### src/rtl/load_store_unit_if.sv
// Req/ack data-memory bus between the load/store unit (master) and data memory (slave).
interface load_store_unit_if;
    logic        mem_req;
    logic        mem_we;
    logic [31:0] mem_addr;
    logic [3:0]  mem_be;
    logic [31:0] mem_wdata;
    logic        mem_ack;
    logic [31:0] mem_rdata;

    modport master (
        output mem_req, mem_we, mem_addr, mem_be, mem_wdata,
        input  mem_ack, mem_rdata
    );

    modport slave (
        input  mem_req, mem_we, mem_addr, mem_be, mem_wdata,
        output mem_ack, mem_rdata
    );
endinterface

### src/rtl/load_store_unit.sv
// Data-memory stage: runs one byte/half/word access per memory instruction on a req/ack bus,
// steering store lanes, extending load data and stalling the core until done, fault or timeout.
module load_store_unit #(
    parameter int TIMEOUT = 16
) (
    input  logic              clk,
    input  logic              reset,
    input  logic              req_valid,
    input  logic              memwrite,
    input  logic [1:0]        size,
    input  logic              sign_ext,
    input  logic [31:0]       alu_addr,
    input  logic [31:0]       write_data,
    output logic              stall,
    output logic              done,
    output logic              fault,
    output logic [31:0]       load_data,
    load_store_unit_if.master mem
);
    typedef enum logic [1:0] {IDLE, REQ, DONE, FAULT} state_t;

    state_t      state;
    logic [7:0]  count;
    logic [1:0]  lat_off;
    logic [1:0]  lat_size;
    logic        lat_sext;

    logic        legal;
    logic [3:0]  be_next;
    logic [31:0] wdata_next;
    logic [7:0]  rd_byte;
    logic [15:0] rd_half;
    logic [31:0] load_ext;

    // Decode the incoming request: alignment check, lane enables and replicated store data.
    always_comb begin
        legal      = 1'b0;
        be_next    = 4'b0000;
        wdata_next = write_data;
        case (size)
            2'b00: begin
                legal      = 1'b1;
                be_next    = 4'b0001 << alu_addr[1:0];
                wdata_next = {4{write_data[7:0]}};
            end
            2'b01: begin
                legal      = ~alu_addr[0];
                be_next    = 4'b0011 << {alu_addr[1], 1'b0};
                wdata_next = {2{write_data[15:0]}};
            end
            2'b10: begin
                legal      = (alu_addr[1:0] == 2'b00);
                be_next    = 4'b1111;
                wdata_next = write_data;
            end
            default: begin
                legal      = 1'b0;
                be_next    = 4'b0000;
                wdata_next = write_data;
            end
        endcase
    end

    always_comb begin
        rd_byte  = mem.mem_rdata[7:0];
        rd_half  = lat_off[1] ? mem.mem_rdata[31:16] : mem.mem_rdata[15:0];
        load_ext = mem.mem_rdata;
        case (lat_off)
            2'b00:   rd_byte = mem.mem_rdata[7:0];
            2'b01:   rd_byte = mem.mem_rdata[15:8];
            2'b10:   rd_byte = mem.mem_rdata[23:16];
            default: rd_byte = mem.mem_rdata[31:24];
        endcase
        case (lat_size)
            2'b00:   load_ext = {{24{lat_sext & rd_byte[7]}}, rd_byte};
            2'b01:   load_ext = {{16{lat_sext & rd_half[15]}}, rd_half};
            default: load_ext = mem.mem_rdata;
        endcase
    end

    assign stall = (state == REQ) || (state == IDLE && req_valid && legal);

    // Bus outputs are held from registered copies for the whole REQ phase and are zero otherwise.
    always_ff @(posedge clk) begin
        if (reset) begin
            state         <= IDLE;
            count         <= 8'd0;
            lat_off       <= 2'b00;
            lat_size      <= 2'b00;
            lat_sext      <= 1'b0;
            done          <= 1'b0;
            fault         <= 1'b0;
            load_data     <= 32'd0;
            mem.mem_req   <= 1'b0;
            mem.mem_we    <= 1'b0;
            mem.mem_addr  <= 32'd0;
            mem.mem_be    <= 4'b0000;
            mem.mem_wdata <= 32'd0;
        end else begin
            done  <= 1'b0;
            fault <= 1'b0;
            case (state)
                IDLE: begin
                    if (req_valid) begin
                        if (legal) begin
                            state         <= REQ;
                            count         <= 8'd0;
                            lat_off       <= alu_addr[1:0];
                            lat_size      <= size;
                            lat_sext      <= sign_ext;
                            mem.mem_req   <= 1'b1;
                            mem.mem_we    <= memwrite;
                            mem.mem_addr  <= {alu_addr[31:2], 2'b00};
                            mem.mem_be    <= be_next;
                            mem.mem_wdata <= wdata_next;
                        end else begin
                            state <= FAULT;
                            fault <= 1'b1;
                        end
                    end
                end
                REQ: begin
                    // An ack on the last allowed cycle still completes the access.
                    if (mem.mem_ack || count == 8'(TIMEOUT - 1)) begin
                        if (mem.mem_ack) begin
                            state <= DONE;
                            done  <= 1'b1;
                            if (!mem.mem_we) begin
                                load_data <= load_ext;
                            end
                        end else begin
                            state <= FAULT;
                            fault <= 1'b1;
                        end
                        count         <= 8'd0;
                        mem.mem_req   <= 1'b0;
                        mem.mem_we    <= 1'b0;
                        mem.mem_addr  <= 32'd0;
                        mem.mem_be    <= 4'b0000;
                        mem.mem_wdata <= 32'd0;
                    end else begin
                        count <= count + 8'd1;
                    end
                end
                DONE:    state <= IDLE;
                FAULT:   state <= IDLE;
                default: state <= IDLE;
            endcase
        end
    end
endmodule

### src/flat_wrapper.sv
// flat-port wrapper written by rule: the top's interface ports become plain ports
module load_store_unit_flat 
#(
    parameter int TIMEOUT = 16
)
  (clk, reset, req_valid, memwrite, size, sign_ext, alu_addr, write_data, stall, done, fault, load_data, mem_mem_req, mem_mem_we, mem_mem_addr, mem_mem_be, mem_mem_wdata, mem_mem_ack, mem_mem_rdata);
  load_store_unit_if mem_i ();
  input  logic clk;
  input  logic reset;
  input  logic req_valid;
  input  logic memwrite;
  input  logic [1:0] size;
  input  logic sign_ext;
  input  logic [31:0] alu_addr;
  input  logic [31:0] write_data;
  output logic stall;
  output logic done;
  output logic fault;
  output logic [31:0] load_data;
  output wire logic [$bits(mem_i.mem_req)-1:0] mem_mem_req;
  output wire logic [$bits(mem_i.mem_we)-1:0] mem_mem_we;
  output wire logic [$bits(mem_i.mem_addr)-1:0] mem_mem_addr;
  output wire logic [$bits(mem_i.mem_be)-1:0] mem_mem_be;
  output wire logic [$bits(mem_i.mem_wdata)-1:0] mem_mem_wdata;
  input wire logic [$bits(mem_i.mem_ack)-1:0] mem_mem_ack;
  input wire logic [$bits(mem_i.mem_rdata)-1:0] mem_mem_rdata;
  assign mem_mem_req = mem_i.mem_req;
  assign mem_mem_we = mem_i.mem_we;
  assign mem_mem_addr = mem_i.mem_addr;
  assign mem_mem_be = mem_i.mem_be;
  assign mem_mem_wdata = mem_i.mem_wdata;
  assign mem_i.mem_ack = mem_mem_ack;
  assign mem_i.mem_rdata = mem_mem_rdata;
  load_store_unit #(.TIMEOUT(TIMEOUT)) u_core (.clk(clk), .reset(reset), .req_valid(req_valid), .memwrite(memwrite), .size(size), .sign_ext(sign_ext), .alu_addr(alu_addr), .write_data(write_data), .stall(stall), .done(done), .fault(fault), .load_data(load_data), .mem(mem_i));
endmodule
### config.mk
export PLATFORM = sky130hd
export DESIGN_NAME = load_store_unit_flat
export DESIGN_NICKNAME = d
export VERILOG_FILES = /design/src/rtl/load_store_unit_if.sv /design/src/rtl/load_store_unit.sv /design/src/flat_wrapper.sv
export SDC_FILE = /design/constraint.sdc
export NUM_CORES = 1
export LEC_CHECK = 0
export CAP_MARGIN = 20
export CORE_MARGIN = 2
export CORE_UTILIZATION = 47
export CTS_BUF_LIST = sky130_fd_sc_hd__clkbuf_8
export DETAILED_ROUTE_END_ITERATION = 16
export PLACE_DENSITY = 0.94
export SYNTH_ARGS = -nofsm -noshare
export SYNTH_HDL_FRONTEND = slang
export SYNTH_SLANG_ARGS = --single-unit
### constraint.sdc
create_clock -name clk -period 4.9 [get_ports clk]
set_input_delay 0.98 -clock clk [delete_from_list [all_inputs] [get_ports clk]]
set_output_delay 0.98 -clock clk [all_outputs]
set_load 0.02 [all_outputs]
* Yosys cells after proc, flatten, opt, wreduce, memory -nomap -nowiden
Cells that the tools add are included. W data, S select, Z words.
Operators by class: multiplexer cells 39, eq/ne operators 12, shift-type cells 2, reductions and logical operators 17, bitwise logic cells 6, add/subtract/negate cells 1
Operators with widths (number):
- $pmux W32 S2 | 4
- $mux W32 | 5
- $mux W8 | 3
- $pmux W8 S3 | 1
- $mux W16 | 1
- $pmux W8 S2 | 1
- $mux W4 | 3
- $pmux W4 S3 | 1
- $mux W1 | 11
- $logic_not A2 Y1 | 5
- $add A8 B1 Y8 const B | 1
- $eq A2 B1 Y1 const B | 4
- $eq A2 B2 Y1 const B | 4
- $eq A8 B4 Y1 const B | 1
- $pmux W4 S2 | 1
- $reduce_and A4 Y1 | 2
- $mux W2 | 3
- $pmux W1 S2 | 3
- $pmux W2 S3 | 1
- $reduce_and A3 Y1 | 2
- $ne A2 B2 Y1 const B | 2
- $not A1 Y1 | 4
- $shl A1 B2 Y4 const A | 1
- $shl A2 B2 Y4 const A | 1
- 9 further kinds | 12
Storage, ports and cells: logic and storage cells 90, output and inout bits 105, register bits after elaboration 119

* Logic depth before layout (Yosys ltp)
word-level depth 5, mapped depth 7, mapped depth without buffers 5

* Worst setup path after synthesis
OpenSTA, ideal clock, no wires.
kind input to output, from input port alu_addr[0], to output port stall, stages on the path 5, path buffers 2, data required time 3920 ps, arrival time 2106 ps, slack 1814 ps, cell sequence buf_2 o21ai_0 a221oi_2 clkbuf_1 nor2_1
Between the ends: word-level cells in the longest chain between the ends 4
Ends and longest elaborated chain:
- from (decl) | RTL line flat_wrapper.sv:14 | input logic [31:0] alu_addr;
- $logic_not A2 Y1 or $not A1 Y1 (tied branches) | RTL line load_store_unit.sv:52, load_store_unit.sv:47
- $pmux W1 S3 (*) | RTL line load_store_unit.sv:40 | case (size)
- $logic_and A1 B1 Y1 (*) | RTL line load_store_unit.sv:81 | assign stall = (state == REQ) || (state == IDLE && req_valid && legal);
- $logic_or A1 B1 Y1 (*) | RTL line load_store_unit.sv:81
- to (decl) | RTL line flat_wrapper.sv:16 | output logic stall;
Every way passes the cells marked *; elsewhere a longest branch is shown, timed or not.

* Worst setup path after layout
Same ends and word-level chain as after synthesis.

==> results.json <==
{
  "slowest_delay_ps": 620,
  "synth-edff-count": 0,
  "hold_buffers": 0,
  "end_kind": "output pin",
  "regArea_mm2": 0.002342,
  "hold_violations": 0,
  "p_clk_frac": 0.372,
  "dp_slack_ps": 939.4,
  "drive_above_1_share": 0.06872,
  "pwr-share-seq": 0.441,
  "post-cts-setup-buffers": 0,
  "rsz0062_at_grt": "false",
  "path_buf_inv": 3,
  "clock_latency_ps": 440,
  "chipHeight_um": 105.8,
  "synth_common_cells": "117 x dfxtp_1, 57 x a22o_1, 40 x nand2_1",
  "overflow": 0,
  "status": "finished clean",
  "worst_slack_ps": 916.2,
  "grt_max_degree": 49,
  "clk_path_buf_depth": 2,
  "nNetsFinal": 805,
  "finalSetupTns_ps": 0,
  "initial_core_util": 0.4785,
  "synth_top_flop_cell": "dfxtp_1",
  "die_area_mm2": 0.01120,
  "die_w_um": 105.8,
  "cts_tree": "built",
  "p_sw_uw": 662.4,
  "crit_chain": "clkdlybuf4s50_1, o21ai_0, a221oi_2, buf_4, nor2_1, clkdlybuf4s50_1",
  "grt_first_pass_wirelength_mm": 25.22,
  "whs_ps": 459.4,
  "yosys-top-cells-area": "dfxtp_1 48%, a22o_1 10%, mux2i_1 6.6%",
  "gp_congestion": 0.9043,
  "vias_per_cell": 5.824,
  "p_leak_nw": 2.683,
  "dp_hpwl_mm": 11.38,
  "worstPathArrival_ps": 3000,
  "maxCapViolCount": 0,
  "cts.sinks": 117,
  "period_needed_ps": 3984,
  "cp.required_ps": 3920,
  "met3_length_mm": 1.609,
  "post_cts_resized": 0,
  "clkTransAtPathRegs_ps": 70,
  "total_power_mw": 2.360,
  "drt_iter0_markers": 390,
  "switching_share": 0.2806,
  "setup_violations": 0,
  "clock_skew_ps": 9.763,
  "maxSlewViolCount": 0,
  "critPathKind": "input pin to output pin",
  "synth_top_area_cell": "dfxtp_1",
  "drtAntennaViolNets": 0,
  "wl_per_cell_um": 18.44,
  "antenna_found_initial": 1,
  "cts_buffers": 17,
  "avgSynthCellArea_um2": 9.612,
  "yosysMostFrequentCell": "dfxtp_1",
  "routed_wl_mm": 15.68,
  "synth.top_cell.area_share": 0.4806,
  "crit_top_cell": "clkdlybuf4s50_1",
  "nFillCells": 696,
  "wl_met2_mm": 7.705,
  "pwr_density_cell_mw_per_mm2": 318.6,
  "min_path_type": "register to register",
  "synth_area_mm2": 0.004873,
  "tightest_slew_ps": 1007,
  "met1_length_mm": 6.032,
  "syn2layout_area_growth_pct": 52.04,
  "io_pins": 209,
  "fmax_ghz": 0.2510,
  "ys_seq_area_frac": 0.4806,
  "drc": 0,
  "vias": 4950,
  "htreeDepth": 4,
  "p_int_mw": 1.698,
  "port_buffers": 206,
  "worstPathMaxFanout": 17,
  "multi_input_area_mm2": 0.002301,
  "drt_pass1_iterations": 5,
  "critical-path-top-delay-family": "buffers and inverters",
  "cp-start-kind": "input pin",
  "ys_ff_latch": 117,
  "core_region_area_mm2": 0.01018,
  "critPathSlowestCell": "clkdlybuf4s50_1",
  "grt_pass1_vias": 4942,
  "slew_headroom": 0.3279,
  "p_comb_frac": 0.188,
  "top_layer": "met4",
  "ys_warn_count": 0,
  "grtUsageTotal": 0.2834,
  "period_share": 0.8130,
  "fp-row-count": 37,
  "synthArstFlopShare": 0,
  "root_buffer": "clkbuf_8",
  "final_core_util": 0.7275,
  "ir_drop_mv": 0.1930,
  "synthCells": 507,
  "synth_cell_types": 48
}
-- stage by stage --
stage / instances / instance area (um2)
after floorplan: 508 / 4877
after global placement: 815 / 6977
after detailed placement: 815 / 6977
after CTS: 847 / 7372
after global routing: 850 / 7410
final: 850 / 7410
-- layout make-up --
class                      count  area share
antenna                        1   0.0003377
clock buffer                  19     0.03529
clock inverter                13     0.01807
inverter                      13    0.006586
multi-input combinational    336      0.3105
sequential                   117      0.3161
tap                          136     0.02297
timing repair buffer         215      0.2901
-- flip-flops by register name (all words and copies together) (netlist names) --
register,flops
u_core.load_data,32
u_core.mem.mem_we,1
u_core.count,8
u_core.lat_size,2
u_core.done,1
u_core.lat_off,2
u_core.mem.mem_be,4
u_core.fault,1
u_core.mem.mem_addr,30
u_core.mem.mem_wdata,32
u_core.state,2
u_core.lat_sext,1
u_core.mem.mem_req,1
-- power groups by stage --
stage                     logic [mW]  registers [mW]  clock network, mW
after global routing           0.472            1.05              0.930
after detailed placement       0.437            1.06                  0
after CTS                      0.439            1.04              0.882
after floorplan                0.170            1.10                  0
final                          0.443            1.04              0.877
after global placement         0.424            1.06                  0
-- worst paths after layout --
| path | end | slack, ps | cells past startpoint | start |
|---|---|---|---|---|
| setup / recovery | stall | 920 | 6 | alu_addr[0] |
| hold / removal | u_core.mem.mem_be[2]$_SDFFE_PP0P_ | 460 | 1 | u_core.mem.mem_be[2]$_SDFFE_PP0P_ |
| setup reg to reg | u_core.mem.mem_wdata[27]$_SDFFE_PP0P_ | 2410 | 5 | u_core.state[1]$_SDFFE_PP0P_ |
| hold reg to reg | u_core.mem.mem_be[2]$_SDFFE_PP0P_ | 460 | 1 | u_core.mem.mem_be[2]$_SDFFE_PP0P_ |
-- cells in the final DEF (no fill, tap or decap), types with 3 or more instances in the layout --
| cell type | netlist | routed |
|---|---|---|
| clkinvlp_4 | 0 | 5 |
| nand2_1 | 40 | 40 |
| nor3b_1 | 3 | 3 |
| nor3_1 | 4 | 4 |
| or4_1 | 6 | 6 |
| nand3_1 | 10 | 10 |
| clkdlybuf4s50_1 | 0 | 206 |
| o21ai_0 | 18 | 18 |
| o31ai_1 | 6 | 6 |
| o2bb2ai_1 | 16 | 16 |
| a21oi_1 | 27 | 27 |
| mux2i_1 | 32 | 32 |
| clkbuf_8 | 0 | 19 |
| nor2_1 | 37 | 35 |
| inv_1 | 12 | 13 |
| clkinv_2 | 0 | 3 |
| a32oi_1 | 6 | 6 |
| nand2b_1 | 3 | 3 |
| buf_4 | 2 | 7 |
| mux2_2 | 3 | 3 |
| nor2b_1 | 4 | 4 |
| a21o_1 | 3 | 3 |
| a22o_1 | 57 | 57 |
| o211ai_1 | 6 | 6 |
| dfxtp_1 | 117 | 117 |
| a22oi_1 | 8 | 8 |
| a211oi_1 | 25 | 25 |
-- cells by family (layout without fill, tap and decap cells) --
kind of cell	after synthesis	in the layout	share of synthesized area
compound gates	181	181	0.2786
xor+xnor	1	1	0.001798
fa+ha+maj	1	1	0.002567
buf+inv	55	260	0.05032
flops	117	117	0.4806
mux	36	36	0.07728
other cells	1	3	0.0007695
simple gates	115	115	0.1081
-- layer usage --
layer	vias to the layer above	global-route usage
li1	2281	-
met1	2362	0.3272
met2	278	0.4783
met3	29	0.1132
met4	0	0.09492
met5	-	0
No activity file was read; power rests on OpenSTA's default activity.
